--- src/rtl/fnd_pkg.sv ---
// Shared definitions for the four-digit seven-segment scan controller:
// scan states, active-low font glyphs and default timing.
package fnd_pkg;

    typedef enum logic [1:0] {
        IDLE = 2'd0,
        GAP  = 2'd1,
        SHOW = 2'd2
    } scan_state_t;

    localparam int SCAN_DIV_DEFAULT     = 100000;
    localparam int BLANK_CYCLES_DEFAULT = 1000;

    // Glyphs are {dp,g,f,e,d,c,b,a}, active-low, decimal point off.
    localparam logic [7:0] FONT_0     = 8'hC0;
    localparam logic [7:0] FONT_1     = 8'hF9;
    localparam logic [7:0] FONT_2     = 8'hA4;
    localparam logic [7:0] FONT_3     = 8'hB0;
    localparam logic [7:0] FONT_4     = 8'h99;
    localparam logic [7:0] FONT_5     = 8'h92;
    localparam logic [7:0] FONT_6     = 8'h82;
    localparam logic [7:0] FONT_7     = 8'hF8;
    localparam logic [7:0] FONT_8     = 8'h80;
    localparam logic [7:0] FONT_9     = 8'h90;
    localparam logic [7:0] FONT_A     = 8'h88;
    localparam logic [7:0] FONT_B     = 8'h83;
    localparam logic [7:0] FONT_C     = 8'hC6;
    localparam logic [7:0] FONT_D     = 8'hA1;
    localparam logic [7:0] FONT_E     = 8'h86;
    localparam logic [7:0] FONT_F     = 8'h8E;
    localparam logic [7:0] FONT_BLANK = 8'hFF;

    function automatic logic [7:0] font_lookup(input logic [3:0] code);
        case (code)
            4'h0:    font_lookup = FONT_0;
            4'h1:    font_lookup = FONT_1;
            4'h2:    font_lookup = FONT_2;
            4'h3:    font_lookup = FONT_3;
            4'h4:    font_lookup = FONT_4;
            4'h5:    font_lookup = FONT_5;
            4'h6:    font_lookup = FONT_6;
            4'h7:    font_lookup = FONT_7;
            4'h8:    font_lookup = FONT_8;
            4'h9:    font_lookup = FONT_9;
            4'hA:    font_lookup = FONT_A;
            4'hB:    font_lookup = FONT_B;
            4'hC:    font_lookup = FONT_C;
            4'hD:    font_lookup = FONT_D;
            4'hE:    font_lookup = FONT_E;
            default: font_lookup = FONT_F;
        endcase
    endfunction

endpackage

--- src/rtl/fnd_font_rom.sv ---
// Combinational glyph generator: hex code to active-low segments, with
// segment blanking and an independent decimal-point control.
module fnd_font_rom
    import fnd_pkg::*;
(
    input  logic [3:0] code,
    input  logic       blank,
    input  logic       dp,
    output logic [7:0] font
);

    logic [7:0] glyph;

    always_comb begin
        glyph = font_lookup(code);
        // The decimal point survives segment blanking so 0.0-style values still show it.
        font  = {~dp, blank ? FONT_BLANK[6:0] : glyph[6:0]};
    end

endmodule

--- src/rtl/fnd_scan_controller.sv ---
// Time-multiplexed scan of four seven-segment digits with per-period dead
// time, leading-zero blanking and tear-free registered font output.
module fnd_scan_controller
    import fnd_pkg::*;
#(
    parameter int SCAN_DIV     = SCAN_DIV_DEFAULT,
    parameter int BLANK_CYCLES = BLANK_CYCLES_DEFAULT
) (
    input  logic        i_clk,
    input  logic        i_reset,
    input  logic        i_en,
    input  logic [15:0] i_digits,
    input  logic [3:0]  i_dp,
    input  logic        i_lzb,
    output logic [1:0]  o_digitPosition,
    output logic        o_blank,
    output logic [7:0]  o_font,
    output logic        o_scan_tick
);

    localparam int CW = $clog2(SCAN_DIV);
    localparam logic [CW-1:0] COUNT_LAST = CW'(SCAN_DIV - 1);
    localparam logic [CW-1:0] BLANK_LIM  = CW'(BLANK_CYCLES);

    generate
        if (BLANK_CYCLES >= SCAN_DIV || SCAN_DIV < 2 || BLANK_CYCLES < 0) begin : g_bad_params
            $error("fnd_scan_controller: need SCAN_DIV >= 2 and 0 <= BLANK_CYCLES < SCAN_DIV");
        end
    endgenerate

    scan_state_t   state_reg, state_next;
    logic [CW-1:0] count_reg, count_next;
    logic [1:0]    pos_reg,   pos_next;
    logic          blank_reg, blank_next;
    logic [7:0]    font_reg,  font_next;
    logic          tick_reg,  tick_next;
    logic          load_font;
    logic          clear_font;

    logic [3:0] is_zero;
    logic [3:0] lead_zero;
    logic [3:0] code_sel;
    logic [7:0] rom_font;

    // lead_zero[n] means digit n and every digit above it are zero.
    generate
        for (genvar gi = 0; gi < 4; gi++) begin : g_lzb
            assign is_zero[gi] = (i_digits[gi*4 +: 4] == 4'h0);
            if (gi == 0) begin : g_units
                assign lead_zero[gi] = 1'b0;
            end else if (gi == 3) begin : g_top
                assign lead_zero[gi] = is_zero[gi];
            end else begin : g_mid
                assign lead_zero[gi] = is_zero[gi] & lead_zero[gi+1];
            end
        end
    endgenerate

    assign code_sel = i_digits[{pos_next, 2'b00} +: 4];

    fnd_font_rom u_font_rom (
        .code  (code_sel),
        .blank (i_lzb & lead_zero[pos_next]),
        .dp    (i_dp[pos_next]),
        .font  (rom_font)
    );

    always_comb begin
        state_next = state_reg;
        count_next = count_reg;
        pos_next   = pos_reg;
        tick_next  = 1'b0;
        load_font  = 1'b0;
        clear_font = 1'b0;
        case (state_reg)
            IDLE: begin
                if (i_en) begin
                    state_next = (BLANK_CYCLES == 0) ? SHOW : GAP;
                    load_font  = 1'b1;
                end
            end
            default: begin
                if (!i_en) begin
                    state_next = IDLE;
                    count_next = '0;
                    pos_next   = 2'd0;
                    clear_font = 1'b1;
                end else begin
                    if (count_reg == COUNT_LAST) begin
                        count_next = '0;
                        pos_next   = pos_reg + 2'd1;
                        tick_next  = 1'b1;
                        load_font  = 1'b1;
                    end else begin
                        count_next = count_reg + 1'b1;
                    end
                    state_next = (count_next < BLANK_LIM) ? GAP : SHOW;
                end
            end
        endcase
        blank_next = (state_next != SHOW);
    end

    always_comb begin
        font_next = font_reg;
        if (clear_font) begin
            font_next = FONT_BLANK;
        end else if (load_font) begin
            font_next = rom_font;
        end
    end

    always_ff @(posedge i_clk or posedge i_reset) begin
        if (i_reset) begin
            state_reg <= IDLE;
            count_reg <= '0;
            pos_reg   <= 2'd0;
            blank_reg <= 1'b1;
            font_reg  <= FONT_BLANK;
            tick_reg  <= 1'b0;
        end else begin
            state_reg <= state_next;
            count_reg <= count_next;
            pos_reg   <= pos_next;
            blank_reg <= blank_next;
            font_reg  <= font_next;
            tick_reg  <= tick_next;
        end
    end

    assign o_digitPosition = pos_reg;
    assign o_blank         = blank_reg;
    assign o_font          = font_reg;
    assign o_scan_tick     = tick_reg;

endmodule

--- config.mk ---
export PLATFORM = sky130hd
export DESIGN_NAME = fnd_scan_controller
export DESIGN_NICKNAME = d
export VERILOG_FILES = /design/src/rtl/fnd_pkg.sv /design/src/rtl/fnd_font_rom.sv /design/src/rtl/fnd_scan_controller.sv
export SDC_FILE = /design/constraint.sdc
export NUM_CORES = 1
export LEC_CHECK = 0
export ABC_AREA = 0
export CAP_MARGIN = 20
export CORE_ASPECT_RATIO = 1.75
export CORE_UTILIZATION = 49
export DETAILED_ROUTE_END_ITERATION = 8
export PLACE_DENSITY_LB_ADDON = 0.3
export SLEW_MARGIN = 20
export SYNTH_ARGS = -nofsm -noshare
export SYNTH_HDL_FRONTEND = slang
export SYNTH_SLANG_ARGS = --single-unit
--- constraint.sdc ---
create_clock -name i_clk -period 4 [get_ports i_clk]
set_clock_uncertainty 0.1 [all_clocks]
set_input_delay 0.8 -clock i_clk [delete_from_list [all_inputs] [get_ports i_clk]]
set_output_delay 0.8 -clock i_clk [all_outputs]
set_load 0.05 [all_outputs]
======== Yosys cells after proc, flatten, opt, wreduce, memory -nomap -nowiden ========
Memory sizes are Yosys's and may differ from the RTL's.
Cells that the tools add are included.
storage, ports and cells
  memories kept ........................... 1
  flip-flop bits (word level) ............. 31
  logic and storage cells ................. 48
  input port bits ......................... 24
  memory bits (read-only) ................. 112
  output and inout bits ................... 12
memories
  name             words  width  read ports  clocked after Yosys merged registers in  wr ports  RTL line       source
  (no name shown)  16     7      1           0                                        0         fnd_pkg.sv:34  case (code)
cells by class
  $lt $le $gt $ge ......................... 2
  reductions and logical operators ........ 5
  shift operators ......................... 1
  bitwise gates (word level) .............. 4
  eq/ne operators ......................... 2
  $add $sub $neg .......................... 2
  mux-type cells .......................... 25
operators by type and width
  cell                     count
  $mux W17                 4
  $add A17 B1 Y17 const B  1
  $eq A17 B17 Y1 const B   1
  $lt A17 B10 Y1 const B   1
  $mux W8                  2
  $shiftx A16 B5 Y4        1
  $mux W2                  7
  $logic_not A4 Y1         3
  $mux W1                  9
  $mux W7                  1
  $bmux W1 S2              2
  $and A1 B1 Y1            3
  $lt A2 B3 Y1 const B     1
  $add A2 B1 Y2 const B    1
  $logic_not A2 Y1         1
  $ne A2 B2 Y1 const B     1
  $reduce_bool A2 Y1       1
  $not A1 Y1               1

======== Depth between registers and ports, before layout ========
Gate-level depths: netlist of the first run.
  word-level depth ........................ 10
  mapped depth ............................ 16
  depth with buffers taken out ............ 14

======== By module ========
A second synthesis of the first run with hierarchy kept.
second synthesis, totals
  cells, all modules ...................... 277
  area total of the unflattened synthesis .. 2422.3 um^2
modules (own cells, without submodules)
  module               instances  cells an instance  area an instance (um^2)  sequential area each (um^2)
  fnd_scan_controller  1          241                2119.5                   787.0
  fnd_font_rom         1          36                 302.8                    0.0

======== Worst setup path before layout of the first run ========
OpenSTA, ideal clock, no wires.
  path type ............................... reg2reg
  start ................................... register count_reg[6]
  end ..................................... register font_reg[4] (netlist: o_font[4])
  slack ................................... 0.103 ns
  buffers on the path ..................... 3
  setup time .............................. 0.084 ns
  required time ........................... 3.816 ns
  data arrival time ....................... 3.714 ns
  stages on the path, launching flop included .. 15
  clock period less this slack ............ 3.897 ns
  path through ............................ dfrtp_1 > buf_6 > or4b_4 > or4_1 > buf_2 > or4_4 > and2_4 > buf_6 > clkinv_8 > nand2_1 > o221ai_1 > inv_2 > ha_1 > a31o_1 > o32a_1
between the ends
  cells in the longest elaborated chain, start to end .. 10
  elaborated cells on any way between the ends .. 16
  those cells by class .................... 1 x eq/ne; 1 x shift; 11 x mux; 1 x bitwise; 1 x reduce/logical; 1 x memory
ends and longest elaborated chain
  what                                                    RTL line                    source
  from (decl)                                             fnd_scan_controller.sv:32   logic [CW-1:0] count_reg, count_next;
  from (signal assigned)                                  fnd_scan_controller.sv:123  count_reg <= count_next;
  $eq A17 B17 Y1 (*)                                      fnd_scan_controller.sv:89   if (count_reg == COUNT_LAST) begin
  $mux W2 (*)                                             fnd_scan_controller.sv:89
  $mux W2 (*)                                             fnd_scan_controller.sv:83   if (!i_en) begin
  $mux W2 (*)                                             fnd_scan_controller.sv:75   case (state_reg)
  named net pos_next[1]                                   fnd_scan_controller.sv:33   logic [1:0] pos_reg, pos_next;
  branches (longest 3 deep; another with $mem_v2 Z16 W7)  -
  $mux W7 (*)                                             fnd_font_rom.sv:17          font = {~dp, blank ? FONT_BLANK[6:0] : glyph[6:0]};
  $mux W8 (*)                                             fnd_scan_controller.sv:108  end else if (load_font) begin
  $mux W8 (*)                                             fnd_scan_controller.sv:106  if (clear_font) begin
  to (signal assigned)                                    fnd_scan_controller.sv:126  font_reg <= font_next;
  to (decl)                                               fnd_scan_controller.sv:35   logic [7:0] font_reg, font_next;
Mark *: on every way through the listed nets, which the timed path passes. The select of a mux whose other input is x is not followed.
A chain may end at the register's enable or synchronous reset.

======== Final worst setup path of the first run ========
  start ................................... register count_reg[10]
  end ..................................... register font_reg[0] (netlist: o_font[0])
Same word-level chain as after synthesis.

==> results of run 1 <==
==> power groups by stage <==
stage                     Combinational, mW  Clock [mW]  Sequential (mW)
final                                 0.159       0.286            0.343
after detailed placement              0.158           0            0.348
after global placement                0.156           0            0.347
after floorplan                      0.0650           0            0.377
after CTS                             0.158       0.287            0.342
after global routing                  0.170       0.305            0.345
==> worst min path at each step <==
stage,startpoint,to,cells after the start
after global placement,o_font[7]$_DFFE_PP1P_,o_font[7]$_DFFE_PP1P_,2
after global routing,o_font[5]$_DFFE_PP1P_,o_font[5]$_DFFE_PP1P_,1
after detailed placement,o_font[7]$_DFFE_PP1P_,o_font[7]$_DFFE_PP1P_,2
final,o_font[7]$_DFFE_PP1P_,o_font[7]$_DFFE_PP1P_,2
after floorplan,count_reg[16]$_DFFE_PP0N_,count_reg[16]$_DFFE_PP0N_,1
after CTS,o_font[7]$_DFFE_PP1P_,o_font[7]$_DFFE_PP1P_,2
==> layer usage <==
| layer | vias up | part of all wire | global-route usage |
|---|---|---|---|
| met5 | - | 0 | 0 |
| met1 | 1117 | 0.38 | 0.287 |
| met4 | 0 | 0.045 | 0.186 |
| met2 | 84 | 0.52 | 0.478 |
| li1 | 1115 | - | - |
| met3 | 23 | 0.049 | 0.0728 |
==> cell type report <==
| cell class | count | area, sq um |
|---|---|---|
| clock buffers | 8 | 100 |
| fillers | 411 | 1810 |
| inverters | 9 | 46.3 |
| multi-input cells | 225 | 1410 |
| flip-flops and latches | 31 | 787 |
| well taps | 52 | 65.1 |
| repair buffers | 48 | 448 |
==> tightest hold or removal path, cell delays in order (launching register included) <==
cell,delay [ns]
dfstp_2,0.37
nor2_1,0.09
nor2_1,0.05
==> cells by family after synthesis <==
kind of cell | count (synthesis) | share of synthesized area
compound gates | 80 | 0.236
xor+xnor | 3 | 0.0111
fa+ha+maj | 8 | 0.0424
buf+inv | 31 | 0.0684
flops | 31 | 0.333
mux | 12 | 0.0514
simple gates | 122 | 0.258
==> cell usage in the layout (no fill, tap or decap), types with 2 or more instances in the layout <==
cell	n
or3_1	3
nor3_1	5
nand2b_1	5
inv_1	5
mux2i_1	11
nor2b_1	5
o41ai_1	2
buf_4	13
and3_1	3
a31oi_1	3
nand4b_1	2
dfstp_2	9
nand4_1	4
o21ai_1	2
clkdlybuf4s50_1	35
nand2_1	37
nand3_1	18
o32a_1	3
ha_1	8
o22ai_1	2
o221ai_1	4
nor4_1	5
nor2_1	26
dfrtp_1	22
a21oi_1	9
o21a_1	2
o311ai_0	2
o31ai_1	10
clkbuf_8	7
a21boi_0	2
xor2_1	2
inv_2	3
o22a_1	2
o21ai_0	26
==> per-stage QoR <==
step           power (mW)  worst slack (ns)  instance area (sq um)
2_1_floorplan       0.442             0.103                   2360
3_3_place_gp        0.503             0.397                   2760
3_5_place_dp        0.505             0.344                   2760
4_1_cts             0.788             0.330                   2860
5_1_grt             0.820             0.116                   2860
6_report            0.788             0.302                   2860
==> impl_metrics.json, run 1 <==
{
  "clkSlewWorstSetupHoldPaths_ns": 0.07,
  "clock-sinks": 31,
  "routed_wl_um": 6690,
  "tns_ns": 0,
  "yosysUniqueCellTypes": 58,
  "ctsHoldBuffers": 0,
  "postSynthCellCount": 287,
  "rows": 33,
  "grt_pass1_wl_um": 10200,
  "cp-start-kind": "flip-flop",
  "drtIter0Drc": 98,
  "whs_ns": 0.404,
  "setup_viol": 0,
  "crit_fanout": 6,
  "synth_top_cell_by_area": "dfrtp_1",
  "ff2ff_setup_slack_ns": 0.30,
  "status": "finished clean",
  "root_buffer": "clkbuf_8",
  "min_path_type": "flip-flop to flip-flop",
  "crit_path_frequent_cell": "o221ai_1",
  "combPwrFrac": 0.202,
  "dp_hpwl_um": 4800,
  "avgSynthCellArea_sq_um": 8.23,
  "gp_congestion": 0.881,
  "layout.cells.non_filler": 373,
  "postCtsSetupBuffers": 0,
  "fin_crit_sh": 0.924,
  "power_switching_uw": 234,
  "synthTopCellsByArea": "dfrtp_1, dfstp_2, nand2_1",
  "grt_usage": 0.283,
  "postLayoutCoreUtil": 0.613,
  "die_w_um": 54.5,
  "antenna_cells": 0,
  "cp.depth": 13,
  "drv_cap": 0,
  "drt_pass1_iterations": 4,
  "io-pin-count": 36,
  "largest_reg_flops": 17,
  "swShare": 0.297,
  "required_ns": 4.12,
  "power_frac_clock": 0.363,
  "vias": 2339,
  "rsz0062_at_grt": "false",
  "antenna_found_initial": 0,
  "antenna_left": 0,
  "grt_pass1_vias": 2139,
  "critPathBufInv": 2,
  "final_nets": 352,
  "timing.rr.start": "count_reg[10]$_DFFE_PP0N_",
  "max_freq_ghz": 0.270,
  "power_density_mw_per_mm2": 276,
  "r2r-end": "o_font[0]$_DFFE_PP1P_",
  "grt_overflow_total": 0,
  "slew_viol_final": 0,
  "cts_resized": 0,
  "p_leak_nw": 1.12,
  "cp_top_family": "simple AND/OR/NAND/NOR gates",
  "io_buffers": 35,
  "setup.worst_path.class": "flip-flop to flip-flop",
  "drive_gt1_frac": 0.134,
  "synth_top_area_frac": 0.233,
  "wl_per_cell_um": 17.9,
  "crit_end": "o_font[0]$_DFFE_PP1P_",
  "r2r_cells": 13,
  "internal_power_uw": 554,
  "crit_start": "count_reg[10]$_DFFE_PP0N_",
  "synthArstFlopShare": 1.00,
  "max_slew.worst_pin.slew_ns": 0.709,
  "critical-path-max-stage-delay_ns": 0.53,
  "yosysMostFrequentCell": "nand2_1",
  "slowest_stage": "or4_4",
  "path_cells": "or4b_4 > or4_1 > or4_4 > and2_4 > clkinv_8 > mux2i_1 > nand2_1 > o221ai_1 > buf_4 > ha_1 > or3_1 > o221ai_1 > a21oi_1",
  "fin_crit_ns": 3.70,
  "synth_area_sq_mm": 0.00236,
  "drcViolationCount": 0,
  "grt_max_degree": 29,
  "core_area_sq_mm": 0.00467,
  "htree_levels": 2,
  "yosysSeqAreaShare": 0.333,
  "area_growth_syn_to_layout_pct": 21.1,
  "die_h_um": 93.8,
  "placed_cells": 365,
  "clock_path_buffers": 2,
  "cts_made_buffers": 5,
  "vdd_drop_max_uv": 202,
  "dieArea_sq_mm": 0.00511,
  "cts_tree": "yes",
  "syn_nets": 319,
  "synthTopCellsByCount": "nand2_1, nor2_1, o21ai_0",
  "hold_viol_final": 0,
  "start_util": 0.506,
  "vias_per_cell": 6.27,
  "arrival_ns": 3.82,
  "synth_edf_count": 0,
  "worstSkewPairLatency_ns": 0.30,
  "ys_warn_count": 0,
  "pwr-share-seq": 0.435,
  "synth-seq-cells": 31,
  "crit_path_end_kind": "flip-flop",
  "relSlewSlack": 0.527,
  "synthFlopType": "dfrtp_1"
}
Note: power is estimated with default switching activity, not from simulation.
==> run 2, diff against run 1 <==
- CORE_UTILIZATION: 49 -> 25
- SYNTH_HIERARCHICAL: not set -> 1
==> run 2 against run 1 <==
- synthesized cell count fell by 3.5%
- clock power rose by 28%
- largest cell class unchanged
- cell count rose by 17%
- flip-flop and latch count did not move
- highest routed layer unchanged
- global-route usage fell by 14 points
- power rose by 29%
- utilization fell by 29 points
- die area rose by 98%
- worst setup slack improved by 0.079 ns
==> impl_metrics.json, run 2 <==
{
  "area_growth_syn_to_layout_pct": 26.2,
  "wl_per_cell_um": 16.0,
  "final_common_cell": "clkdlybuf4s50_1",
  "vias_per_cell": 5.35,
  "tns_ns": 0,
  "synth-seq-cells": 31,
  "vdd_drop_max_uv": 261,
  "root_buffer": "clkbuf_16",
  "crit_path_end_kind": "flip-flop",
  "io-pin-count": 36,
  "synthTopCellsByArea": "dfrtp_1, mux2i_1, dfstp_2",
  "syn_nets": 309,
  "dieArea_sq_mm": 0.0101,
  "synth_edf_count": 0,
  "core_area_sq_mm": 0.00941,
  "crit_path_frequent_cell": "mux2i_1",
  "postLayoutCoreUtil": 0.325,
  "postSynthCellCount": 277,
  "fin_crit_sh": 0.905,
  "combPwrFrac": 0.282,
  "yosysMostFrequentCell": "nand2_1",
  "clock_path_buffers": 2,
  "routed_wl_um": 6990,
  "synth_top_cell_by_area": "dfrtp_1",
  "cp-start-kind": "flip-flop",
  "vias": 2333,
  "grt_pass1_vias": 2407,
  "grt_usage": 0.145,
  "cts_tree": "yes",
  "rsz0062_at_grt": "false",
  "drt_pass1_iterations": 5,
  "min_path_type": "flip-flop to flip-flop",
  "synthFlopType": "dfrtp_1",
  "drtIter0Drc": 138,
  "slowest_stage": "dfrtp_1",
  "finalPower_mw": 1.02,
  "relSlewSlack": 0.558,
  "synth_area_sq_mm": 0.00242,
  "grt_overflow_total": 0,
  "clkSlewWorstSetupHoldPaths_ns": 0.05,
  "gp_congestion": 0.795,
  "rows": 47,
  "placed_cells": 428,
  "grt_max_degree": 27,
  "drive_gt1_frac": 0.137,
  "max_freq_ghz": 0.276,
  "swShare": 0.316,
  "largest_reg_flops": 17,
  "layout.cells.non_filler": 436,
  "pwr-share-seq": 0.357,
  "final_nets": 345,
  "die_h_um": 132,
  "setup.worst_path.class": "flip-flop to flip-flop",
  "layout_common_cells": "clkdlybuf4s50_1, nand2_1, mux2i_1",
  "drv_cap": 0,
  "fin_crit_ns": 3.62,
  "htree_levels": 2,
  "hold_viol_final": 0,
  "antenna_left": 0,
  "arrival_ns": 3.72,
  "stdcell_area_sq_mm": 0.00306,
  "io_buffers": 35,
  "power_frac_clock": 0.361,
  "r2r_cells": 14,
  "synthArstFlopShare": 1.00,
  "dp_hpwl_um": 5280,
  "die_w_um": 76.4,
  "yosysSeqAreaShare": 0.325,
  "path_cells": "ha_2 > nand3_1 > nor4_2 > nand4_1 > and3_1 > inv_2 > mux2i_1 > mux2i_1 > inv_1 > ha_1 > or2_2 > a311o_1 > mux2i_1 > a21oi_1",
  "setup_viol": 0,
  "required_ns": 4.11,
  "p_leak_nw": 1.26,
  "placed_area_sq_mm": 0.00292,
  "clock-sinks": 31,
  "critical-path-max-stage-delay_ns": 0.45,
  "crit_fanout": 7,
  "fillCellCount": 1024,
  "avgSynthCellArea_sq_um": 8.74,
  "ff2ff_setup_slack_ns": 0.38,
  "antenna_cells": 0,
  "worstSkewPairLatency_ns": 0.28,
  "power_density_mw_per_mm2": 333,
  "start_util": 0.257,
  "grt_pass1_wl_um": 11500,
  "cts_made_buffers": 5,
  "antenna_found_initial": 0,
  "yosysUniqueCellTypes": 56,
  "status": "finished clean",
  "synth_top_area_frac": 0.227,
  "synthTopCellsByCount": "nand2_1, mux2i_1, dfrtp_1",
  "ys_warn_count": 6,
  "internal_power_uw": 696,
  "holdPathStages": 1,
  "drcViolationCount": 0,
  "max_slew.worst_pin.slew_ns": 0.657,
  "slew_viol_final": 0,
  "power_switching_uw": 322
}
==> run 2: cell count changes after synthesis, moves of 6 or more <==
cell and change:
nand2_1 -10, a21oi_1 +6, o21ai_1 +6, o21ai_0 -15, mux2i_1 +14, clkbuf_1 -6, nor2_1 -15, nand3_1 -8
nor3_1 +6
==> run 2: routing by layer <==
layer / track usage / routed length [um] / share of wire
met1: 0.136 / 2460 / 0.35
met2: 0.280 / 3880 / 0.56
met3: 0.0256 / 300 / 0.043
met4: 0.0962 / 344 / 0.049
met5: 0 / 0 / 0
==> run 2: worst max-delay path: cells and delay by family (launching register included) <==
| kind | cells | cell delay [ns] |
|---|---|---|
| AO/OA/AOI/OAI | 2 | 0.40 |
| adder cells (fa/ha/maj) | 2 | 0.55 |
| buffers and inverters | 2 | 0.31 |
| flip-flops | 1 | 0.45 |
| multiplexers | 3 | 0.48 |
| AND/OR/NAND/NOR | 5 | 1.25 |
==> run 2: cell type report <==
cell class	instances	area, sq um	share of cell area
flip-flops and latches	31	787	0.257
multi-input cells	218	1490	0.489
repair buffers	49	455	0.149
clock inverters	1	5.00	0.00164
well taps	122	153	0.0499
clock buffers	7	133	0.0434
inverters	8	30.0	0.00982
==> run 2: kinds of logic (layout without fill, tap and decap cells) <==
kind of cell | count (synthesis) | after routing | synth area share
AO/OA/AOI/OAI | 75 | 75 | 0.212
XOR/XNOR | 5 | 5 | 0.0181
adder cells (fa/ha/maj) | 8 | 8 | 0.0413
buffers and inverters | 28 | 65 | 0.0594
flip-flops | 31 | 31 | 0.325
multiplexers | 27 | 27 | 0.113
AND/OR/NAND/NOR | 103 | 103 | 0.231
==> run 2: final timing paths <==
kind,startpoint,endpoint
worst max-delay path,count_reg[0]$_DFFE_PP0N_,o_font[1]$_DFFE_PP1P_
worst min-delay path,o_font[0]$_DFFE_PP1P_,o_font[0]$_DFFE_PP1P_
worst min register to register,o_font[0]$_DFFE_PP1P_,o_font[0]$_DFFE_PP1P_
worst max register to register,count_reg[0]$_DFFE_PP0N_,o_font[1]$_DFFE_PP1P_
min in group asynchronous,i_reset,count_reg[10]$_DFFE_PP0N_
max in group asynchronous,i_reset,o_font[6]$_DFFE_PP1P_
==> run 2: per-stage QoR <==
step | setup slack (ns) | hold WS (ns)
after global placement | 0.187 | 0.403
after floorplan | 0.342 | 0.423
after global routing | 0.0432 | 0.421
after detailed placement | 0.172 | 0.405
final | 0.382 | 0.414
after CTS | 0.272 | 0.415
==> run 2: power groups by stage <==
stage	Sequential (mW)	Combinational (mW)	Clock, mW
6_report	0.363	0.287	0.367
3_5_place_dp	0.369	0.288	0
3_3_place_gp	0.368	0.287	0
4_1_cts	0.364	0.290	0.374
2_1_floorplan	0.414	0.149	0
5_1_grt	0.367	0.312	0.385
==> run 2: repair_timing <==
action                     in CTS  in global routing
resized for setup               0                  1
buffers inserted                0                  0
setup endpoints to repair       0                  1
hold buffers                    0                  0
==> run 3, diff against run 2 <==
- SYNTH_HIERARCHICAL: 1 -> not set
==> run 3 against run 2 <==
- count of clock-buffer cells in the layout down 1
- sequential power down 5.8%
- non-clock buffer count up 3
- wire length up 6.8%
- sequential share of layout area up 0.074 points
- worst setup slack worse by 0.12 ns
- via count down 0.69%
- cell count up 2.1%
- utilization up 1.0 points
- critical path type unchanged
- critical endpoint is now o_font[4]$_DFFE_PP1P_
- largest cell class unchanged
==> impl_metrics.json, run 3 (synthesis results as in run 1) <==
{
  "hold_viol_final": 0,
  "vias_per_cell": 5.21,
  "internal_power_uw": 708,
  "vdd_drop_max_uv": 218,
  "postLayoutCoreUtil": 0.335,
  "setup.worst_path.class": "flip-flop to flip-flop",
  "power_switching_uw": 254,
  "antenna_left": 0,
  "io_buffers": 35,
  "root_buffer": "clkbuf_16",
  "r2r_cells": 11,
  "htree_levels": 2,
  "wl_per_cell_um": 16.8,
  "slowest_stage": "or4_1",
  "pwr-share-seq": 0.356,
  "die_w_um": 75.5,
  "cts_resized": 0,
  "tns_ns": 0,
  "antenna_cells": 0,
  "critical-path-max-stage-delay_ns": 0.56,
  "postCtsSetupBuffers": 0,
  "ctsHoldBuffers": 0,
  "p_leak_nw": 1.18,
  "drv_cap": 0,
  "cp_top_family": "simple AND/OR/NAND/NOR gates",
  "stdcell_area_sq_mm": 0.00305,
  "power_frac_clock": 0.478,
  "crit_end": "o_font[4]$_DFFE_PP1P_",
  "relSlewSlack": 0.583,
  "final_common_cell": "nand2_1",
  "core_area_sq_mm": 0.00909,
  "worstSkewPairLatency_ns": 0.28,
  "power_density_mw_per_mm2": 315,
  "grt_overflow_total": 0,
  "swShare": 0.264,
  "placed_area_sq_mm": 0.00287,
  "cp-start-kind": "flip-flop",
  "r2r-end": "o_font[4]$_DFFE_PP1P_",
  "final_nets": 356,
  "min_path_type": "flip-flop to flip-flop",
  "setup_viol": 0,
  "cts_made_buffers": 5,
  "clock-sinks": 31,
  "grt_max_degree": 28,
  "grt_pass1_wl_um": 11600,
  "required_ns": 4.11,
  "status": "finished clean",
  "dieArea_sq_mm": 0.00985,
  "gp_congestion": 0.804,
  "clkSlewWorstSetupHoldPaths_ns": 0.06,
  "max_freq_ghz": 0.268,
  "fin_crit_ns": 3.74,
  "drcViolationCount": 0,
  "combPwrFrac": 0.166,
  "cp.depth": 11,
  "crit_path_end_kind": "flip-flop",
  "layout_common_cells": "nand2_1, clkdlybuf4s50_1, nor2_1, o21ai_0, dfrtp_1",
  "fin_crit_sh": 0.935,
  "crit_fanout": 6,
  "arrival_ns": 3.84,
  "critPathBufInv": 2,
  "rows": 46,
  "drtIter0Drc": 126,
  "area_growth_syn_to_layout_pct": 29.1,
  "die_h_um": 131,
  "antenna_found_initial": 0,
  "routed_wl_um": 7470,
  "rsz0062_at_grt": "false",
  "clock_path_buffers": 2,
  "grt_usage": 0.160,
  "largest_reg_flops": 17,
  "cts_tree": "yes",
  "slew_viol_final": 0,
  "ff2ff_setup_slack_ns": 0.26,
  "timing.rr.start": "count_reg[11]$_DFFE_PP0N_",
  "drt_pass1_iterations": 4,
  "max_slew.worst_pin.slew_ns": 0.620,
  "io-pin-count": 36,
  "vias": 2317,
  "grt_pass1_vias": 2348,
  "path_cells": "or3_1 > or4_1 > or4_4 > and2_4 > clkinv_8 > nand2_1 > o221ai_1 > inv_2 > ha_1 > a31o_1 > o32a_1",
  "crit_start": "count_reg[11]$_DFFE_PP0N_",
  "drive_gt1_frac": 0.148,
  "dp_hpwl_um": 5590,
  "start_util": 0.260
}
==> run 3: changes by cell type in the layout (fill, tap and decap cells not counted), moves of 4 or more <==
cell and delta:
nor2_1 +15, nor3_1 -6, a21oi_1 -6, o21ai_0 +15
a21o_1 -4, a211o_1 -4, nand4_1 -5, nand2_1 +10
nand3_1 +8, mux2i_1 -14, o21ai_1 -6
==> run 3: power groups by stage <==
stage | clock network [mW] | logic [mW] | registers [mW]
5_1_grt | 0.480 | 0.173 | 0.344
6_report | 0.460 | 0.160 | 0.342
2_1_floorplan | 0 | 0.0650 | 0.377
3_5_place_dp | 0 | 0.161 | 0.347
4_1_cts | 0.472 | 0.161 | 0.342
3_3_place_gp | 0 | 0.160 | 0.347
==> run 3: worst min-delay path: stages, from the launching register on <==
cell and delay (ns):
dfstp_2 0.36, nor2_1 0.09, nor2_1 0.05
==> run 3: metrics by stage <==
step / hold slack, ns / setup slack [ns] / std cells / total power, mW
after floorplan: 0.367 / 0.103 / 287 / 0.442
after detailed placement: 0.394 / 0.270 / 437 / 0.508
after global placement: 0.391 / 0.319 / 437 / 0.507
after CTS: 0.402 / 0.253 / 445 / 0.975
after global routing: 0.415 / 0.104 / 445 / 0.997
final: 0.402 / 0.262 / 445 / 0.962
==> run 3: how the worst min path moves through the flow <==
stage	from	end	slack, ns	cells after the start
3_3_place_gp	count_reg[16]$_DFFE_PP0N_	count_reg[16]$_DFFE_PP0N_	0.39	1
6_report	o_font[7]$_DFFE_PP1P_	o_font[7]$_DFFE_PP1P_	0.40	2
5_1_grt	o_font[0]$_DFFE_PP1P_	o_font[0]$_DFFE_PP1P_	0.42	2
3_5_place_dp	o_font[7]$_DFFE_PP1P_	o_font[7]$_DFFE_PP1P_	0.39	2
2_1_floorplan	count_reg[16]$_DFFE_PP0N_	count_reg[16]$_DFFE_PP0N_	0.37	1
4_1_cts	o_font[7]$_DFFE_PP1P_	o_font[7]$_DFFE_PP1P_	0.40	2
==> run 3: cell type report <==
type / instances / area [sq um]
Clock buffer: 6 / 139
Clock inverter: 2 / 35.0
Fill cell: 988 / 6050
Inverter: 9 / 46.3
Multi-Input combinational cell: 225 / 1410
Sequential cell: 31 / 787
Tap cell: 120 / 150
Timing Repair Buffer: 52 / 478
==> run 3: per-layer routing <==
metal | up-vias | part of all wire | global-route usage
met5 | - | 0 | 0
met4 | 0 | 0.044 | 0.0980
met3 | 19 | 0.031 | 0.0222
met2 | 64 | 0.56 | 0.317
met1 | 1112 | 0.36 | 0.145
li1 | 1122 | - | -
